[config.mk]
export PLATFORM = sky130hd
export DESIGN_NAME = seq_match_search
export DESIGN_NICKNAME = d
export VERILOG_FILES = /design/src/rtl/seq_match_search.sv
export SDC_FILE = /design/constraint.sdc
export NUM_CORES = 1
export LEC_CHECK = 0
export BUFFER_PORTS_ARGS = -buffer_cell sky130_fd_sc_hd__buf_2
export CORE_UTILIZATION = 65
export DETAILED_ROUTE_END_ITERATION = 8
export PLACE_DENSITY = 0.89
export SETUP_SLACK_MARGIN = 0.1
export SLEW_MARGIN = 10
export SYNTH_ARGS = -nofsm -noshare
export SYNTH_HDL_FRONTEND = slang
export SYNTH_SLANG_ARGS = --single-unit
[constraint.sdc]
create_clock -name clk -period 7.15 [get_ports clk]
set_input_delay 1.0725 -clock clk [delete_from_list [all_inputs] [get_ports clk]]
set_output_delay 1.0725 -clock clk [all_outputs]
set_load 0.05 [all_outputs]
[src/rtl/seq_match_search.sv]
// rtl/seq_match_search.sv - multi-cycle linear search over a small valid-tagged register table
//
// comparator_eq    : structural N-bit equality (a == b -> out)
// seq_match_search : walks the table one entry per cycle looking for key
//   clk, rst_n       clock, asynchronous active-low reset
//   wr_ena/addr/data table write port (sets the entry's valid bit)
//   clr              clears every valid bit, wins over a same-cycle write
//   start, key       search request, key latched when accepted
//   busy, done       search in progress / one-cycle result pulse
//   hit, hit_index   result of the last completed search

module comparator_eq #(
  parameter int N = 32
) (
  input  logic [N-1:0] a,
  input  logic [N-1:0] b,
  output logic         out
);

  logic [N-1:0] bit_eq;

  // Per-bit XNOR, then an AND reduction over all bit results.
  for (genvar g = 0; g < N; g++) begin : g_bit
    assign bit_eq[g] = ~(a[g] ^ b[g]);
  end

  assign out = &bit_eq;

endmodule

module seq_match_search #(
  parameter  int N     = 32,
  parameter  int DEPTH = 8,
  localparam int IDX_W = $clog2(DEPTH)
) (
  input  logic             clk,
  input  logic             rst_n,
  input  logic             wr_ena,
  input  logic [IDX_W-1:0] wr_addr,
  input  logic [N-1:0]     wr_data,
  input  logic             clr,
  input  logic             start,
  input  logic [N-1:0]     key,
  output logic             busy,
  output logic             done,
  output logic             hit,
  output logic [IDX_W-1:0] hit_index
);

  typedef enum logic [1:0] {
    IDLE   = 2'd0,
    SEARCH = 2'd1,
    DONE   = 2'd2
  } state_t;

  state_t           state;
  logic [N-1:0]     entry [DEPTH];
  logic [DEPTH-1:0] valid;
  logic [IDX_W-1:0] idx;
  logic [N-1:0]     key_q;
  logic             eq;
  logic             match;

  localparam logic [IDX_W-1:0] LAST_IDX = IDX_W'(DEPTH - 1);

  comparator_eq #(.N(N)) u_cmp (
    .a   (entry[idx]),
    .b   (key_q),
    .out (eq)
  );

  // An entry that was never written (or was cleared) can never match,
  // whatever stale data it still holds.
  assign match = valid[idx] & eq;

  // Entry data carries no reset; only the valid bits define table contents.
  always_ff @(posedge clk) begin
    if (wr_ena) begin
      entry[wr_addr] <= wr_data;
    end
  end

  always_ff @(posedge clk or negedge rst_n) begin
    if (!rst_n) begin
      valid <= '0;
    end else if (clr) begin
      valid <= '0;
    end else if (wr_ena) begin
      valid[wr_addr] <= 1'b1;
    end
  end

  always_ff @(posedge clk or negedge rst_n) begin
    if (!rst_n) begin
      state     <= IDLE;
      busy      <= 1'b0;
      done      <= 1'b0;
      hit       <= 1'b0;
      hit_index <= '0;
      idx       <= '0;
      key_q     <= '0;
    end else begin
      done <= 1'b0;
      case (state)
        IDLE: begin
          if (start) begin
            key_q <= key;
            idx   <= '0;
            busy  <= 1'b1;
            state <= SEARCH;
          end
        end
        SEARCH: begin
          if (match) begin
            hit       <= 1'b1;
            hit_index <= idx;
            busy      <= 1'b0;
            done      <= 1'b1;
            state     <= DONE;
          end else if (idx == LAST_IDX) begin
            hit       <= 1'b0;
            hit_index <= '0;
            busy      <= 1'b0;
            done      <= 1'b1;
            state     <= DONE;
          end else begin
            idx <= idx + 1'b1;
          end
        end
        DONE: begin
          // Accepting start here lets back-to-back searches run with no idle gap.
          if (start) begin
            key_q <= key;
            idx   <= '0;
            busy  <= 1'b1;
            state <= SEARCH;
          end else begin
            state <= IDLE;
          end
        end
        default: begin
          busy  <= 1'b0;
          state <= IDLE;
        end
      endcase
    end
  end

endmodule

---- After elaboration in Yosys (flattened, before gate mapping) ----
Memory sizes are Yosys's and may differ from the RTL's.
Cells that the tools add are included.
word-level totals
  memories kept ........................... 1
  logic and storage cells ................. 126
  input port bits ......................... 72
  flip-flop bits (word level) ............. 51
  RAM bits ................................ 256
memories
  memory  depth  width  rd ports  clocked after memory_dff  write ports  line  RTL
  entry   8      32     1         0                         1            57    logic [N-1:0] entry [DEPTH];
operators by class
  equal/unequal tests ..................... 8
  magnitude comparators ................... 3
  reductions and logical operators ........ 12
  muxes and demuxes ....................... 27
  bitwise gates (word level) .............. 66
  add/sub/neg operators ................... 1
operators by type and width
  kind                 count
  $not 1->1            32
  $reduce_and 32->1    1
  $xor 1x1->1          32
  $mux 8               2
  $mux 3               5
  $mux 1               12
  $lt 3x4->1 const B   2
  $or 8x8->8           1
  $reduce_and 2->1     4
  $mux 2               3
  $ne 2x2->1 const B   3
  $pmux 2 s3           1
  $pmux 3 s2           1
  $reduce_bool 2->1    3
  $reduce_and 4->1     1
  $add 3x1->3 const B  1
  $bmux 1 s3           1
  $demux 1 s3          1
  $eq 3x3->1 const B   1
  $ge 3x1->1 const B   1
  $ne 3x3->1 const B   1
  $eq 2x1->1 const B   1
  $eq 2x2->1 const B   1
  $logic_not 2->1      1
  5 further kinds      5

---- Longest topological paths before layout ----
Gate-level depths: netlist (run 1).
  word-level depth ........................ 7
  gate-level depth with buffers ........... 12
  gate-level depth less buffers ........... 8

---- Modules after synthesis ----
Synthesis (run 1) repeated with hierarchy kept, for this count alone.
second synthesis, totals
  cells, all modules ...................... 651
  area total of the unflattened synthesis .. 12219.2 um^2
modules (own cells, without submodules)
  module            sequential area each (um^2)  cells an instance  area each (um^2)  instances
  seq_match_search  8963.6                       608                11872.6           1
  comparator_eq     0.0                          43                 346.6             1

---- Least setup slack after synthesis (run 1) ----
OpenSTA, ideal clock, no wires.
  path type ............................... input to register
  from .................................... input wr_addr[1]
  to ...................................... memory entry[0][0] (enable)
  path buffers ............................ 0
  cell stages on the path ................. 2
  library setup time ...................... 0.464 ns
  slack ................................... 3.180 ns
  data arrival time ....................... 3.507 ns
  cells stage by stage .................... nand2b_1 > nor3_1
RTL lines
  item         line  RTL
  from (decl)  39    input logic [IDX_W-1:0] wr_addr,
  to (decl)    57
No word-level cell before the write port.

---- Worst setup path after layout (run 1) ----
  from .................................... register idx[2]
  to ...................................... register idx[2]
on the way
  cells in the longest elaborated chain, start to end .. 7
ends and longest elaborated chain
  item                        line  RTL
  from (decl)                 59    logic [IDX_W-1:0] idx;
  from (signal assigned)      127   idx <= idx + 1'b1;
  $mem_v2 8x32                -
  $xor 1x1->1                 24    assign bit_eq[g] = ~(a[g] ^ b[g]);
  $not 1->1                   24
  $reduce_and 32->1           27    assign out = &bit_eq;
  $and 1x1->1                 74    assign match = valid[idx] & eq;
  $ne 2x2->1 (no line)        -
  $reduce_and 4->1 (no line)  -
Parallel ways exist; a longest one is shown, timed or not. The select of a mux whose other input is x is not followed.
A chain may end at the register's enable or synchronous reset.

==> results.json, run 1 <==
{
  "drtPass1Iterations": 7,
  "io_pins": 78,
  "crit_top_cell": "nand4_1",
  "finalHoldViolations": 0,
  "cts_tree": "yes",
  "finalCriticalPeriod_ps": 3990,
  "max_cap_viol_count": 0,
  "regArea_um2": 8970,
  "maxSlewHeadroom": 0.262,
  "grt_pass1_vias": 6901,
  "die_w_um": 138,
  "power.density_nw_per_um2": 363,
  "rsz0062_at_grt": "false",
  "pre_cts_ws_ps": 3240,
  "skew_ps": 9.49,
  "path_cells": "buf_4 -> mux4_2 -> mux2i_1 -> xor2_1 -> nand4_1 -> nor4_2 -> nand4_1 -> and3_1 -> a31o_1",
  "route.detailed.drc": 10,
  "rows": 49,
  "synth_area_um2": 12100,
  "via_per_inst": 6.48,
  "area_growth_pct": 12.8,
  "grtUsageTotal": 0.284,
  "cts-resized-gates": 0,
  "ctsHoldBuffers": 0,
  "die_h_um": 138,
  "layout-drive-gt1-share": 0.276,
  "numCtsBuffers": 28,
  "ys_ff_latch": 307,
  "syn_inst": 658,
  "fp.dieArea_um2": 19100,
  "wl_met3_um": 2380,
  "outcome": "complete, but fails checks",
  "cts.clk_slew.worst_paths_ps": 60,
  "crit_type": "flop to flop",
  "leakage_nw": 4.96,
  "setup_violations": 0,
  "clockRootBuffer": "clkbuf_16",
  "max_freq_mhz": 251,
  "ir_drop_uv": 279,
  "dp_hpwl_um": 13800,
  "holdCritPathClass": "flop to flop",
  "tns_ps": 0,
  "clkSinkCount": 307,
  "violations": "DRC",
  "multiInputGateArea_um2": 2970,
  "nNetsFinal": 823,
  "cts_setup_buffers": 0,
  "dr_wl_met2_um": 13300,
  "cp.arrival_ps": 4400,
  "fill_cells": 880,
  "met1Wirelength_um": 9320,
  "ant_nets": 0,
  "placed_cell_area_um2": 12700,
  "grt_max_degree": 58,
  "layout_common_cells": "edfxtp_1, nand2_1, buf_2, mux4_2, dfrtp_1",
  "startpoint_type": "flop",
  "ys_types": 35,
  "tightest_slew_ps": 1110,
  "h-tree-depth": 1,
  "yosysWarnings": 0,
  "seq_area_frac_synth": 0.743,
  "critPathMaxStageDelay_ps": 1100,
  "drt-initial-drc-count": 595,
  "dp_cells": 948,
  "worstPathMaxFanout": 45,
  "cp-end-kind": "flop",
  "report.final.slew_viol_count": 0,
  "final.period_utilization": 0.558,
  "routed.top_layer": "met4",
  "clock_latency_ps": 540,
  "setup_ws_ps": 3160,
  "start_util": 0.667,
  "io_buffer_count": 77,
  "grt_pass1_wl_um": 39800,
  "stdcell_area_um2": 13600,
  "drt_wl_total_um": 26000,
  "clockBufferDepth": 3,
  "coreArea_um2": 18100,
  "syn_area_per_cell_um2": 18.3,
  "grt_overflow_total": 0,
  "layout_commonest_cell": "edfxtp_1",
  "place.gp.congestion": 0.778,
  "antenna_found_initial": 1,
  "cpMaxStageDelayCell": "dfrtp_2",
  "wl_per_cell_um": 26.0,
  "instances_no_fill": 1001,
  "worstPathRequired_ps": 7570,
  "synth_nets": 732,
  "num_vias": 6485,
  "post-route-util": 0.752
}
registers in the layout (all words and copies together) (netlist names):
signal and flops:
state 2, done 1, idx 3, hit_index 3
busy 1, hit 1, entry 256, key_q 32
valid 8
cell families (layout without fill, tap and decap cells):
family	Yosys count	after routing	synth area share
DFF	307	307	0.743
and+or+nand+nor	167	167	0.0594
muxes	103	103	0.146
xor gates and xnor gates	31	31	0.0225
buffers and inverters	30	143	0.0155
AOI/OAI and AO/OA	18	18	0.0111
adders and majority gates	2	2	0.00207
other	0	1	0
worst paths after layout:
kind,from,endpoint,slack (ps),depth (start not counted)
min in group asynchronous,rst_n,busy,670,2
max reg2reg,idx[2],idx[2],3160,9
max in group asynchronous,rst_n,idx[1],5940,2
max,idx[2],idx[2],3160,9
min reg2reg,state[1],busy,490,1
min,state[1],busy,490,1
power breakdown:
part / total (mW) / switching [mW] / internal, mW
clock: 1.43 / 0.625 / 0.807
combinational: 1.18 / 0.593 / 0.582
sequential: 2.33 / 0.232 / 2.09
through the flow:
step           power, mW  hold slack, ps
2_1_floorplan       3.22             444
3_3_place_gp        3.42             462
3_5_place_dp        3.49             481
4_1_cts             4.94             489
5_1_grt             5.12             507
6_report            4.93             487
Yosys cell counts:
cell type,n,area share
nor4_2,2,0.0021
nand3b_1,3,0.0019
xor2_1,29,0.021
mux2i_1,37,0.031
nor3_1,3,0.0012
dfrtp_1,51,0.11
o22ai_1,4,0.0021
ha_1,2,0.0021
o31ai_1,1,0.00062
nand2b_1,8,0.0041
o2111ai_1,1,0.00073
or3_1,1,0.00052
a31o_1,2,0.0015
buf_4,5,0.0031
o21bai_1,1,0.00062
a22o_1,1,0.00073
edfxtp_1,256,0.64
clkbuf_1,9,0.0028
nand2_1,111,0.035
xnor2_1,2,0.0015
a221oi_1,3,0.0022
mux4_2,58,0.11
o21ai_0,2,0.00083
buf_2,7,0.0029
nand4_1,7,0.0036
inv_1,1,0.00031
and2_1,2,0.0010
buf_12,1,0.0017
nor2_1,25,0.0078
o211ai_1,3,0.0019
buf_1,3,0.00093
and3_1,2,0.0010
mux2_2,8,0.0075
nor2b_1,3,0.0016
buf_6,4,0.0037
final cells by class:
cell class                      count  area share
Tap cell                          229      0.0211
Timing Repair Buffer               90      0.0355
Clock inverter                     15     0.00736
Sequential cell                   307       0.659
Clock buffer                       37      0.0578
Multi-Input combinational cell    321       0.218
Antenna cell                        1    0.000184
Inverter                            1    0.000276
routing by layer:
| metal | vias up | track usage |
|---|---|---|
| li1 | 2707 | - |
| met1 | 3283 | 0.368 |
| met2 | 409 | 0.477 |
| met3 | 86 | 0.0499 |
| met4 | 0 | 0.136 |
| met5 | - | 0 |
worst max-delay path, delay by kind of cell (launching register included):
kind,cells,cell delay [ps]
AO/OA/AOI/OAI,1,190
XOR/XNOR,1,240
multiplexers,2,580
flip-flops,1,1100
AND/OR/NAND/NOR,4,1200
buffers and inverters,1,530
No activity file was read; power rests on OpenSTA's default activity.
==> run 2: changes to the inputs <==
--- a/config.mk
+++ b/config.mk
@@ -6,9 +6,9 @@
 export NUM_CORES = 1
 export LEC_CHECK = 0
 export BUFFER_PORTS_ARGS = -buffer_cell sky130_fd_sc_hd__buf_2
-export CORE_UTILIZATION = 65
+export CORE_UTILIZATION = 54
 export DETAILED_ROUTE_END_ITERATION = 8
-export PLACE_DENSITY = 0.89
+export PLACE_DENSITY = 0.79
 export SETUP_SLACK_MARGIN = 0.1
 export SLEW_MARGIN = 10
 export SYNTH_ARGS = -nofsm -noshare
==> constraint.sdc (replaced) <==
create_clock -name clk -period 3.2 [get_ports clk]
set_input_delay 0.48 -clock clk [delete_from_list [all_inputs] [get_ports clk]]
set_output_delay 0.48 -clock clk [all_outputs]
set_load 0.05 [all_outputs]
==> run 2 against run 1 <==
  * Sequential share of layout area is 1.6 points lower
  * Via count is 4.9% lower
  * The run now ends clean
  * Critical path type unchanged
  * Hold slack worse by 350 ps
  * Core utilization is 12 points lower
  * Cell count is 6.8% higher
  * Non-clock buffer count is 18 higher
  * Critical path depth is 1 higher
  * Count of clock-buffer cells in the layout is 1 lower
==> results.json, run 2 (synthesis gave the netlist of run 1 again) <==
{
  "outcome": "complete, no violations",
  "cts_tree": "yes",
  "top_regs": "entry (256), key_q (32), valid (8)",
  "intPower_mw": 8.22,
  "grt_max_degree": 48,
  "drtPass1Iterations": 5,
  "coreArea_um2": 21900,
  "io_pins": 78,
  "largest_register": "entry",
  "stdcell_area_um2": 13900,
  "antenna_found_initial": 1,
  "num_vias": 6169,
  "max_cap_viol_count": 0,
  "final.period_utilization": 0.901,
  "clockRootBuffer": "clkbuf_16",
  "io_buffer_count": 77,
  "layout_common_cells": "edfxtp_1, nand2_1, buf_2, mux4_2, dfrtp_1",
  "die_h_um": 151,
  "grt_overflow_total": 0,
  "finalCriticalPeriod_ps": 2880,
  "swShare": 0.277,
  "wl_per_cell_um": 22.4,
  "max_freq_mhz": 347,
  "comb_power_share": 0.265,
  "pre_cts_ws_ps": 195,
  "drt-initial-drc-count": 415,
  "startpoint_type": "flop",
  "leakage_nw": 5.10,
  "worstPathRequired_ps": 3600,
  "report.final.slew_viol_count": 0,
  "area_growth_pct": 15.6,
  "clock_latency_ps": 530,
  "clockBufferDepth": 3,
  "rsz0062_at_grt": "false",
  "worstPathMaxFanout": 29,
  "drt_wl_total_um": 23900,
  "layout_commonest_cell": "edfxtp_1",
  "grt_pass1_wl_um": 37000,
  "place.gp.congestion": 0.802,
  "power_frac_clock": 0.300,
  "via_per_inst": 5.77,
  "tns_ps": 0,
  "route.detailed.drc": 0,
  "finalHoldViolations": 0,
  "placed_cell_area_um2": 12900,
  "power_switching_mw": 3.15,
  "setup_ws_ps": 318,
  "clkSinkCount": 307,
  "grt_pass1_vias": 6451,
  "largest_reg_flops": 256,
  "layout-drive-gt1-share": 0.290,
  "setup_violations": 0,
  "nNetsFinal": 841,
  "cts.clk_slew.worst_paths_ps": 60,
  "die_w_um": 151,
  "pwr-share-seq": 0.436,
  "h-tree-depth": 1,
  "instances_no_fill": 1069,
  "crit_type": "flop to flop",
  "start_util": 0.551,
  "tightest_slew_ps": 724,
  "cp-end-kind": "flop",
  "n_antenna_cell": 0,
  "power.density_nw_per_um2": 815,
  "grtUsageTotal": 0.221,
  "holdCritPathClass": "input pin to flop",
  "fp.dieArea_um2": 22900,
  "numCtsBuffers": 28,
  "dp_cells": 1009,
  "fin_total_pwr_mw": 11.4,
  "skew_ps": 4.54,
  "ant_nets": 0,
  "dp_hpwl_um": 14000,
  "cp.arrival_ps": 3280,
  "rows": 54,
  "maxSlewHeadroom": 0.515,
  "ir_drop_uv": 465
}
==> run 2: final timing paths <==
check                          endpoint      from  depth (start not counted)  slack [ps]
max reg2reg                hit_index[1]    idx[1]                         10         320
max                        hit_index[1]    idx[1]                         10         320
max in group asynchronous        idx[0]     rst_n                          3        1830
min in group asynchronous      key_q[7]     rst_n                          2         550
min reg2reg                        busy  state[1]                          1         490
min                           key_q[19]   key[19]                          3         140
==> run 2: final cells by class <==
type | count | area (um2)
repair buffers | 108 | 678
clock buffers | 36 | 782
clock inverters | 16 | 175
multi-input cells | 321 | 2980
flip-flops and latches | 307 | 8970
inverters | 1 | 3.75
fillers | 1498 | 7950
well taps | 280 | 350
==> run 2: power groups by stage <==
| stage | Sequential [mW] | Combinational (mW) | Clock [mW] |
|---|---|---|---|
| 6_report | 4.95 | 3.01 | 3.40 |
| 5_1_grt | 4.98 | 3.28 | 3.61 |
| 4_1_cts | 4.97 | 2.94 | 3.46 |
| 3_5_place_dp | 5.04 | 2.91 | 0 |
| 3_3_place_gp | 5.02 | 2.82 | 0 |
| 2_1_floorplan | 4.93 | 2.27 | 0 |
==> run 2: per-stage QoR <==
| stage | hold slack (ps) | util |
|---|---|---|
| after global placement | 465 | 0.590 |
| after detailed placement | 482 | 0.590 |
| after global routing | 135 | 0.637 |
| after CTS | 122 | 0.634 |
| after floorplan | 184 | - |
| final | 137 | 0.637 |
==> run 2: what timing repair did <==
| item | in CTS | in global routing |
|---|---|---|
| hold buffers | 1 | 0 |
| setup buffers | 0 | 7 |
| setup endpoints to repair | 0 | 11 |
| endpoints found under the hold margin | 24 | 0 |
| resized for setup | 0 | 2 |
==> run 2: per-layer routing <==
metal  up-vias  GRT usage  wire [um]
li1       2736          -          -
met1      3224      0.301       9790
met2       175      0.378      12300
met3        32     0.0350       1390
met4         2     0.0530        406
met5         -          0         13
==> run 2: critical path, stage by stage (launching register included) <==
cell	delay, ps
dfrtp_4	450
buf_16	240
mux4_2	550
mux2i_1	250
xor2_1	190
nand4_1	180
nor4_2	270
nand4_1	200
buf_4	220
nand3b_1	80
o211ai_1	110
==> run 3: changes to the inputs <==
--- a/config.mk
+++ b/config.mk
@@ -5,10 +5,11 @@
 export SDC_FILE = /design/constraint.sdc
 export NUM_CORES = 1
 export LEC_CHECK = 0
+export ABC_AREA = 1
 export BUFFER_PORTS_ARGS = -buffer_cell sky130_fd_sc_hd__buf_2
-export CORE_UTILIZATION = 54
+export CORE_UTILIZATION = 55
 export DETAILED_ROUTE_END_ITERATION = 8
-export PLACE_DENSITY = 0.79
+export PLACE_DENSITY = 0.8
 export SETUP_SLACK_MARGIN = 0.1
 export SLEW_MARGIN = 10
 export SYNTH_ARGS = -nofsm -noshare
==> run 3 against run 2 <==
  * Non-clock buffer count down 7
  * Synthesized cell count is 97% higher
  * Fmax up 2.8%
  * Global-route usage increased by 4.1 points
  * Sequential cell count is the same
  * Synthesized area grew 10%
  * Via count grew 53%
  * Worst setup slack better by 79 ps
  * Largest cell class unchanged
  * Highest routed layer is now met4
==> results.json, run 3 <==
{
  "outcome": "complete, no violations",
  "drt-initial-drc-count": 885,
  "largest_reg_flops": 256,
  "startpoint_type": "flop",
  "clkSinkCount": 307,
  "min_from": "key[31]",
  "tightest_slew_ps": 756,
  "post-route-util": 0.642,
  "yosysWarnings": 0,
  "layout_common_cells": "nand2_1, edfxtp_1, nor2_1, inv_1, nand3_1",
  "leakage_nw": 6.39,
  "holdCritPathClass": "input pin to flop",
  "ys_ff_latch": 307,
  "seq_area_frac_synth": 0.673,
  "synth_flop_cell": "edfxtp_1",
  "nNetsFinal": 1449,
  "via_per_inst": 5.49,
  "dp_hpwl_um": 18400,
  "antenna_found_initial": 1,
  "report.final.slew_viol_count": 0,
  "power.density_nw_per_um2": 885,
  "clockBufferDepth": 3,
  "top_regs": "entry (256), key_q (32), valid (8)",
  "grt_pass1_wl_um": 49200,
  "synth_nets": 1371,
  "cp-end-kind": "flop",
  "ir_drop_uv": 631,
  "start_util": 0.564,
  "yosys.area.top_type_share": 0.577,
  "finalHoldViolations": 0,
  "max_freq_mhz": 357,
  "coreArea_um2": 23600,
  "synth_commonest_cells": "nand2_1, edfxtp_1, nor2_1, inv_1, nand3_1",
  "crit_type": "flop to flop",
  "async_flop_share": 0.166,
  "largest_register": "entry",
  "layout-drive-gt1-share": 0.136,
  "io_buffer_count": 77,
  "ys_types": 27,
  "grt_max_degree": 112,
  "die_h_um": 158,
  "drt_wl_total_um": 31400,
  "setup_violations": 0,
  "crit_start": "idx[1]",
  "area_growth_pct": 13.8,
  "yosysMostFrequentCell": "nand2_1",
  "syn_area_per_cell_um2": 10.3,
  "cp.arrival_ps": 3230,
  "worstPathRequired_ps": 3630,
  "clockRootBuffer": "clkbuf_16",
  "synthTopCellsByArea": "edfxtp_1, nand2_1, dfrtp_1",
  "syn_inst": 1297,
  "place.gp.congestion": 0.823,
  "wl_per_cell_um": 18.3,
  "grtUsageTotal": 0.263,
  "drtPass1Iterations": 5,
  "io_pins": 78,
  "ant_nets": 0,
  "cts_tree": "yes",
  "rows": 56,
  "grt_pass1_vias": 9333,
  "final.period_utilization": 0.876,
  "skew_ps": 15.3,
  "synth_area_um2": 13300,
  "cts.clk_slew.worst_paths_ps": 60,
  "layout_commonest_cell": "nand2_1",
  "reg2reg_from": "idx[1]",
  "numCtsBuffers": 31,
  "max_cap_viol_count": 0,
  "synth_top_cell_by_area": "edfxtp_1",
  "cts_setup_buffers": 0,
  "die_w_um": 158,
  "tns_ps": 0,
  "maxSlewHeadroom": 0.495,
  "clock_latency_ps": 560,
  "fill_cells": 1793,
  "num_vias": 9444,
  "finalCriticalPeriod_ps": 2800,
  "grt_overflow_total": 0,
  "fp.dieArea_um2": 24900,
  "rsz0062_at_grt": "false",
  "h-tree-depth": 1,
  "synth-edff-count": 256,
  "route.detailed.drc": 0,
  "worstPathMaxFanout": 24
}
run 3: cell types whose count changed in the layout (fill, tap and decap cells not counted), moves of 29 or more:
cell	change
nand3_1	+109
nor2_1	+202
inv_1	+109
nand2_1	+233
mux2i_1	-37
o21ai_1	+40
mux4_2	-58
xor2_1	-29
run 3: repair_timing:
item / 4_1_cts / 5_1_grt
setup endpoints to repair: 0 / 1
endpoints found under the hold margin: 14 / 0
hold buffers: 1 / 0
resized for setup: 0 / 1
run 3: final timing paths:
| kind | end | slack (ps) | depth (start not counted) |
|---|---|---|---|
| max in group asynchronous | idx[0] | 2150 | 3 |
| worst min register to register | valid[6] | 500 | 2 |
| worst min-delay path | key_q[31] | 160 | 2 |
| min in group asynchronous | key_q[18] | 380 | 2 |
| worst max-delay path | hit_index[0] | 400 | 17 |
| worst max register to register | hit_index[0] | 400 | 17 |
run 3: critical path, cell delays in order, from the launching register on:
cell	delay (ps)
dfrtp_2	420
inv_2	420
buf_4	280
nor2_1	70
o21ai_0	90
nand2_1	100
nand2_1	110
nand2_1	70
nand2_1	50
nand2_1	110
nor2_1	140
nand2_1	60
nor2_1	130
nand2_1	80
nor2_1	110
nand3_1	210
nand3_1	170
nand2_1	70
run 3: cell families (layout without fill, tap and decap cells):
group / Yosys count / in the layout / share of synthesized area
simple gates: 712 / 712 / 0.219
flops: 307 / 307 / 0.673
buf+inv: 170 / 272 / 0.0579
compound gates: 89 / 89 / 0.0344
mux: 17 / 17 / 0.0144
fa+ha+maj: 2 / 2 / 0.00188
other cells: 0 / 1 / 0
run 3: layout make-up:
cell class / count / area (um2) / area share
Tap cell: 319 / 399 / 0.0263
Sequential cell: 307 / 8970 / 0.592
Timing Repair Buffer: 101 / 634 / 0.0418
Clock inverter: 18 / 205 / 0.0135
Inverter: 114 / 430 / 0.0284
Clock buffer: 39 / 866 / 0.0571
Multi-Input combinational cell: 820 / 3650 / 0.241
Antenna cell: 1 / 2.50 / 0.000165
run 3: power breakdown:
| part | internal (mW) | switching [mW] | total, mW |
|---|---|---|---|
| sequential | 4.70 | 0.202 | 4.90 |
| combinational | 1.53 | 3.25 | 4.78 |
| clock | 2.23 | 1.51 | 3.74 |
| total | 8.46 | 4.96 | 13.4 |
run 3: per-stage QoR:
stage	hold slack [ps]	power [mW]	instance area (um2)	instances	worst slack, ps
after floorplan	184	8.43	13300	1297	742
after global placement	402	9.47	14100	1660	549
after detailed placement	405	9.64	14100	1660	413
after CTS	150	13.4	15200	1718	367
after global routing	155	14.2	15200	1718	137
final	161	13.4	15200	1719	397
run 3: per-layer routing:
layer / global-route usage / vias up / part of all wire
li1: - / 4430 / -
met1: 0.343 / 4534 / 0.40
met2: 0.446 / 402 / 0.49
met3: 0.0389 / 78 / 0.079
met4: 0.0980 / 0 / 0.031
met5: 0 / - / 0
